--- src/rtl/seg7_pkg.sv ---
// Shared types and constants for the seven-segment scan controller.
// State encoding, blank pattern and digit width used by the top and decoder.
package seg7_pkg;

    typedef enum logic [1:0] {
        PARK,
        BLANK,
        SHOW
    } state_e;

    localparam logic [6:0] SEG_BLANK = 7'b0;
    localparam int         DIGIT_W   = 4;

endpackage

--- src/rtl/seg7.sv ---
// Hex to seven-segment decoder, active-high, bit order {g,f,e,d,c,b,a}.
// Ports: digit_i = 4-bit value, seg_o = segment pattern.
module seg7
    import seg7_pkg::*;
(
    input  logic [DIGIT_W-1:0] digit_i,
    output logic [6:0]         seg_o
);

    always_comb begin
        seg_o = SEG_BLANK;
        unique case (digit_i)
            4'h0: seg_o = 7'h3F;
            4'h1: seg_o = 7'h06;
            4'h2: seg_o = 7'h5B;
            4'h3: seg_o = 7'h4F;
            4'h4: seg_o = 7'h66;
            4'h5: seg_o = 7'h6D;
            4'h6: seg_o = 7'h7D;
            4'h7: seg_o = 7'h07;
            4'h8: seg_o = 7'h7F;
            4'h9: seg_o = 7'h6F;
            4'hA: seg_o = 7'h77;
            4'hB: seg_o = 7'h7C;
            4'hC: seg_o = 7'h39;
            4'hD: seg_o = 7'h5E;
            4'hE: seg_o = 7'h79;
            4'hF: seg_o = 7'h71;
            default: seg_o = SEG_BLANK;
        endcase
    end

endmodule

--- src/rtl/seg7_scan_ctrl.sv ---
// Round-robin seven-segment scanner: blank guard then show interval per digit.
// Ports: clk/rst, enable, wr_* write port, segments/dp/digit_en drive, frame_tick.
module seg7_scan_ctrl
    import seg7_pkg::*;
#(
    parameter int NUM_DIGITS   = 4,
    parameter int SHOW_CYCLES  = 10000,
    parameter int BLANK_CYCLES = 16,
    localparam int AW = $clog2(NUM_DIGITS)
) (
    input  logic                  clk,
    input  logic                  rst,
    input  logic                  enable,
    input  logic                  wr_valid,
    output logic                  wr_ready,
    input  logic [AW-1:0]         wr_addr,
    input  logic [DIGIT_W-1:0]    wr_data,
    input  logic                  wr_dp,
    output logic                  wr_err,
    output logic [6:0]            segments,
    output logic                  dp,
    output logic [NUM_DIGITS-1:0] digit_en,
    output logic                  frame_tick
);

    localparam int MAXC = (SHOW_CYCLES > BLANK_CYCLES) ?
                          SHOW_CYCLES : BLANK_CYCLES;
    localparam int CW = $clog2(MAXC);
    localparam logic [CW-1:0] SHOW_LD  = CW'(SHOW_CYCLES - 1);
    localparam logic [CW-1:0] BLANK_LD = CW'(BLANK_CYCLES - 1);
    localparam logic [AW-1:0] LAST_IDX = AW'(NUM_DIGITS - 1);
    localparam logic [AW:0]   NUM_W    = (AW + 1)'(NUM_DIGITS);

    logic [DIGIT_W-1:0]    dig_q [NUM_DIGITS];
    logic [NUM_DIGITS-1:0] dpr_q;

    state_e                state_q;
    logic [CW-1:0]         cnt_q;
    logic [AW-1:0]         idx_q;
    logic [6:0]            seg_q;
    logic                  dp_q;
    logic [NUM_DIGITS-1:0] en_q;
    logic                  tick_q;
    logic                  ready_q;
    logic                  err_q;

    logic                  wr_fire;
    logic                  addr_ok;
    logic [6:0]            dec_seg;

    assign wr_fire = wr_valid & ready_q;
    assign addr_ok = ({1'b0, wr_addr} < NUM_W);

    // Digit storage; an out-of-range address leaves every register alone.
    always_ff @(posedge clk) begin
        if (rst) begin
            for (int i = 0; i < NUM_DIGITS; i++) begin
                dig_q[i] <= '0;
            end
            dpr_q <= '0;
        end else if (wr_fire && addr_ok) begin
            dig_q[wr_addr] <= wr_data;
            dpr_q[wr_addr] <= wr_dp;
        end
    end

    always_ff @(posedge clk) begin
        if (rst) begin
            ready_q <= 1'b0;
            err_q   <= 1'b0;
        end else begin
            ready_q <= 1'b1;
            err_q   <= wr_fire & ~addr_ok;
        end
    end

    // Decodes the digit about to be latched; the result is captured on
    // BLANK->SHOW entry and held, so mid-slot writes cannot glitch the display.
    seg7 u_seg7 (
        .digit_i (dig_q[idx_q]),
        .seg_o   (dec_seg)
    );

    always_ff @(posedge clk) begin
        if (rst) begin
            state_q <= PARK;
            cnt_q   <= '0;
            idx_q   <= '0;
            seg_q   <= SEG_BLANK;
            dp_q    <= 1'b0;
            en_q    <= '0;
            tick_q  <= 1'b0;
        end else begin
            tick_q <= 1'b0;
            unique case (state_q)
                PARK: begin
                    if (enable) begin
                        state_q <= BLANK;
                        cnt_q   <= BLANK_LD;
                    end
                end
                BLANK: begin
                    if (cnt_q == '0) begin
                        state_q <= SHOW;
                        cnt_q   <= SHOW_LD;
                        seg_q   <= dec_seg;
                        dp_q    <= dpr_q[idx_q];
                        en_q    <= NUM_DIGITS'(1) << idx_q;
                    end else begin
                        cnt_q <= cnt_q - 1'b1;
                    end
                end
                SHOW: begin
                    if (cnt_q == '0) begin
                        tick_q  <= (idx_q == LAST_IDX);
                        idx_q   <= (idx_q == LAST_IDX) ? '0 : idx_q + 1'b1;
                        state_q <= enable ? BLANK : PARK;
                        cnt_q   <= enable ? BLANK_LD : '0;
                        seg_q   <= SEG_BLANK;
                        dp_q    <= 1'b0;
                        en_q    <= '0;
                    end else begin
                        cnt_q <= cnt_q - 1'b1;
                    end
                end
                default: begin
                    state_q <= PARK;
                end
            endcase
        end
    end

    assign wr_ready   = ready_q;
    assign wr_err     = err_q;
    assign segments   = seg_q;
    assign dp         = dp_q;
    assign digit_en   = en_q;
    assign frame_tick = tick_q;

endmodule

--- config.mk ---
export PLATFORM = sky130hd
export DESIGN_NAME = seg7_scan_ctrl
export DESIGN_NICKNAME = d
export VERILOG_FILES = /design/src/rtl/seg7_pkg.sv /design/src/rtl/seg7.sv /design/src/rtl/seg7_scan_ctrl.sv
export SDC_FILE = /design/constraint.sdc
export NUM_CORES = 1
export LEC_CHECK = 0
export BUFFER_PORTS_ARGS = -buffer_cell sky130_fd_sc_hd__buf_2
export CORE_UTILIZATION = 45
export DETAILED_ROUTE_END_ITERATION = 7
export PLACE_DENSITY = 0.7
export SLEW_MARGIN = 25
export SYNTH_ARGS = -nofsm -noshare
export SYNTH_HDL_FRONTEND = slang
export SYNTH_SLANG_ARGS = --single-unit
--- constraint.sdc ---
create_clock -name clk -period 2.6 [get_ports clk]
set_clock_uncertainty 0.1 [all_clocks]
set_input_delay 0.26 -clock clk [delete_from_list [all_inputs] [get_ports clk]]
set_output_delay 0.26 -clock clk [all_outputs]
set_load 0.005 [all_outputs]
==> results.md <==
Clock network:
- The later-pin clock latency in the skew report is 0.32 ns.
- The buffer count from post-CTS setup fixing is 0.
- The H-tree was split into 2 levels.
- After clock tree synthesis, the flow added hold-fix buffers numbering 0.
- The clock root buffer master is sky130_fd_sc_hd__clkbuf_8.
- The clock slew at the register clock pins of the worst setup and hold paths is 0.11 ns.
- No sink is reached through more buffers than the 2 on the longest clock path.
- CTS saw 54 sinks.
- The number of cells upsized or downsized after cts is 0.
- The number of buffers created by CTS is 5.
- TritonCTS built the clock tree.

Global route:
- The pin count of the biggest net entering global routing is 22.
- The first global-routing pass estimated between 9000 and 10000 um of wire.
- The number of global-route vias before repair is ~2100.
- The initial antenna violation count is 0.
- The total global-route track usage is 0.192.
- The total congestion overflow after global routing is 0.

Route:
- Summed over all layers, the routed wires come to 5600 um.
- The detailed router finished its first iteration with 84 violations.
- The total vias in the final route is 2221.
- The count of nets left with antenna violations once routing finished came out at 0.
- Using the TritonRoute via totals, the vias-per-cell ratio works out to between 5 and 6.
- For this run, design rule violations remaining after detail routing come to 0.
- The number of optimization iterations in the first detailed-route pass is 4.
- Dividing the detail-routed wire length by the instance count gives 14.0 um.

Placed design:
- The wire-length estimate of the detail-placed layout is 4150 um.
- The number of input and output port buffers inserted is 24.
- The cell count after placement is about 390.
- Routability-driven placement finished with a final weighted congestion of slightly above 0.8.

Logic synthesis:
- The average cell area after synthesis is 9.40 um^2.
- The number of warnings reported in the yosys synthesis log is 0.
- The count of flip-flops with a built-in enable after synthesis is 16.
- In this run, synthesis produced a sequential element count of 54.
- After synthesis, the netlist uses 54 different library cells.
- The cell count after synthesis is 299.
- Among all flip-flop cells after synthesis, the most frequent one is sky130_fd_sc_hd__dfxtp_1.
- The number of nets handed over by synthesis was 326.
- The mapped netlist covers 0.00281 mm^2.
- The sequential element share of the synthesized area is 0.442.
- The proportion of register bits with asynchronous set or reset after synthesis is 0.

Status:
- The flow ran to the end, and the final reports show no timing, DRC or antenna violations.

Timing:
- In the final timing run, aggregate negative setup slack is 0 ns.
- The slew at the pin with the worst max-slew slack is 0.638 ns.
- The number of max-slew violations in the final report is 0.
- The clock period minus final worst setup slack is 2.40 ns.
- In the finished design, the share of the clock period the worst path needs comes to 0.924.
- The hold violation total from the final report is 0.
- The number of failing setup endpoints in the final timing report is 0.
- Setup repair after global routing left no endpoint under its margin.
- The worst max-slew margin expressed relative to the limit is 0.570.
- Based on the critical path, the design can be clocked at up to approximately 420 MHz.

Critical path:
- The launching element type of the critical path is a flop.
- Measured in cells, the most critical reg-to-reg path has a length of 7.
- The critical path start-end classification is flop to flop.
- The required time at the worst-slack endpoint is roughly 2.8 ns.
- The endpoint arrival time on the critical path is 2.55 ns.
- The top fanout value on the critical path is 10.
- For flop-to-flop paths, the worst setup slack is ~0.2 ns.
- STA classifies the critical path endpoint as a flop.
- The terminus of the critical flop-to-flop path is segments[0]$_SDFFE_PP0P_.

Run:
- Across the run, the number of max-cap violations was 0.

Finish:
- Relative to the synthesized area, the layout overhead comes to 11.4%.
- The multi-input combinational cells in the finished layout cover a total of 0.00147 mm^2.
- The share of post-route cells with drive strength above 1 is 0.150.
- The register cell area after layout is 0.00124 mm^2.
- The layout has 571 filler cells.
- The final cell count without fillers is 401.
- The final layout contains between 300 and 400 nets.
- The count of antenna diodes in the layout is 0.

Pwr:
- For this design the static power due to leakage is 1.25 nW.
- Dividing total power by cell area gives a power density of around 750 mW/mm^2.
- The largest vdd supply drop is ~520 uV.

Hold path:
- The worst hold-check path type is input port to flop.
- The startpoint of the worst hold path is wr_dp.
- The sink of the worst hold path is dpr_q[1]$_SDFFE_PP0P_.
- The number of stages on the worst hold path is 3.

Floorplan:
- For this configuration, the core starts out at a cell density of 0.472.
- The floorplan has 28 rows.
- In this run the count of I/O pins placed on the die edge is 26.
- The die outline width is ~81 um.
- The core region is 0.00596 mm^2.
- The overall die height is 81.0 um.
- The die covers between 0.006 and 0.007 mm^2.
==> sequential cells by signal, indices dropped and copies added, names as in the netlist, named ones only <==
name and flops:
digit_en 4, dig_q 16, state_q 2, frame_tick 1, cnt_q 14, wr_ready 1
idx_q 2, dp 1, dpr_q 4, segments 7
==> area by class of cell <==
class                      instances  share of cell area
multi-input combinational        220               0.469
inverter                          16              0.0192
sequential                        54               0.396
clock buffer                       5              0.0220
clock inverter                     3              0.0152
timing repair buffer              28              0.0480
tap                               75              0.0300
==> through the flow <==
step,power (mW),util,setup WS (ns),hold slack (ns),cell area [um^2]
after global routing,2.49,0.526,0.0116,0.122,3130
after floorplan,1.56,-,0.278,0.281,2810
after detailed placement,1.75,0.505,0.209,0.349,3010
final,2.33,0.526,0.198,0.111,3130
after CTS,2.34,0.525,0.191,0.104,3120
after global placement,1.74,0.505,0.215,0.344,3010
==> where the power goes <==
part           internal [mW]  switching (mW)  total, mW
clock network          0.294           0.292      0.586
registers              0.940          0.0647       1.00
logic                  0.295           0.447      0.742
==> layout by cell type (no fill, tap or decap), types with 3 or more instances in the layout <==
cell | netlist | final
sky130_fd_sc_hd__buf_2 | 1 | 24
sky130_fd_sc_hd__a22oi_1 | 4 | 4
sky130_fd_sc_hd__o2bb2ai_1 | 5 | 5
sky130_fd_sc_hd__buf_4 | 1 | 4
sky130_fd_sc_hd__a21oi_1 | 19 | 19
sky130_fd_sc_hd__nor4_1 | 4 | 3
sky130_fd_sc_hd__xnor2_1 | 5 | 5
sky130_fd_sc_hd__mux2_2 | 3 | 3
sky130_fd_sc_hd__nand2_1 | 26 | 26
sky130_fd_sc_hd__mux4_2 | 4 | 4
sky130_fd_sc_hd__o21ai_0 | 18 | 18
sky130_fd_sc_hd__clkbuf_8 | 0 | 5
sky130_fd_sc_hd__o31ai_1 | 3 | 3
sky130_fd_sc_hd__edfxtp_1 | 16 | 16
sky130_fd_sc_hd__mux2i_1 | 6 | 6
sky130_fd_sc_hd__or3_1 | 8 | 8
sky130_fd_sc_hd__inv_1 | 16 | 16
sky130_fd_sc_hd__dfxtp_1 | 38 | 38
sky130_fd_sc_hd__nor3_1 | 6 | 6
sky130_fd_sc_hd__a211oi_1 | 6 | 6
sky130_fd_sc_hd__nand3_1 | 10 | 10
sky130_fd_sc_hd__nand2b_1 | 4 | 4
sky130_fd_sc_hd__ha_1 | 16 | 16
sky130_fd_sc_hd__nor2_1 | 39 | 39
==> critical path: stages (launching register included) <==
cell and delay, ns:
sky130_fd_sc_hd__dfxtp_1 0.60, sky130_fd_sc_hd__mux4_2 0.33, sky130_fd_sc_hd__inv_1 0.11, sky130_fd_sc_hd__ha_1 0.23, sky130_fd_sc_hd__or4b_2 0.67, sky130_fd_sc_hd__nand3_1 0.09
sky130_fd_sc_hd__a211oi_1 0.05, sky130_fd_sc_hd__o2bb2ai_1 0.15
==> routing by layer <==
layer  wire (um)  up-vias  part of all wire  track usage
met5           0        -                 0            0
met4          78        0             0.014       0.0643
met3         210        5             0.038       0.0506
met2        2470       38              0.44        0.302
met1        2830     1043              0.51        0.255
li1            -     1135                 -            -
==> how the worst max path moves through the flow <==
stage | from | endpoint | slack (ns) | cells past startpoint
after floorplan | flop | segments[0]$_SDFFE_PP0P_ | 0.28 | 8
after global placement | cnt_q[9]$_SDFFE_PP0P_ | segments[6]$_SDFFE_PP0P_ | 0.21 | 6
after detailed placement | cnt_q[9]$_SDFFE_PP0P_ | segments[5]$_SDFFE_PP0P_ | 0.21 | 6
after CTS | cnt_q[9]$_SDFFE_PP0P_ | segments[5]$_SDFFE_PP0P_ | 0.19 | 6
after global routing | flop | segments[0]$_SDFFE_PP0P_ | 0.01 | 7
final | flop | segments[0]$_SDFFE_PP0P_ | 0.20 | 7
==> cell families after synthesis <==
family                     share of synthesized area
xor gates and xnor gates                      0.0187
muxes                                         0.0655
AOI/OAI and AO/OA                              0.168
other                                        0.00133
adders and majority gates                     0.0712
and+or+nand+nor                                0.196
buffers and inverters                         0.0378
DFF                                            0.442
==> synthesized netlist by cell type (5+ instances only) <==
cell                        instances  area share
sky130_fd_sc_hd__nor2_1            39       0.052
sky130_fd_sc_hd__dfxtp_1           38        0.27
sky130_fd_sc_hd__nand2_1           26       0.035
sky130_fd_sc_hd__a21oi_1           19       0.034
sky130_fd_sc_hd__o21ai_0           18       0.032
sky130_fd_sc_hd__edfxtp_1          16        0.17
sky130_fd_sc_hd__ha_1              16       0.071
sky130_fd_sc_hd__inv_1             16       0.021
sky130_fd_sc_hd__nand3_1           10       0.018
sky130_fd_sc_hd__or3_1              8       0.018
sky130_fd_sc_hd__a211oi_1           6       0.016
sky130_fd_sc_hd__mux2i_1            6       0.021
sky130_fd_sc_hd__nor3_1             6       0.011
sky130_fd_sc_hd__clkbuf_1           5      0.0067
sky130_fd_sc_hd__o2bb2ai_1          5       0.016
sky130_fd_sc_hd__xnor2_1            5       0.016
No activity file was read; power rests on OpenSTA's default activity.
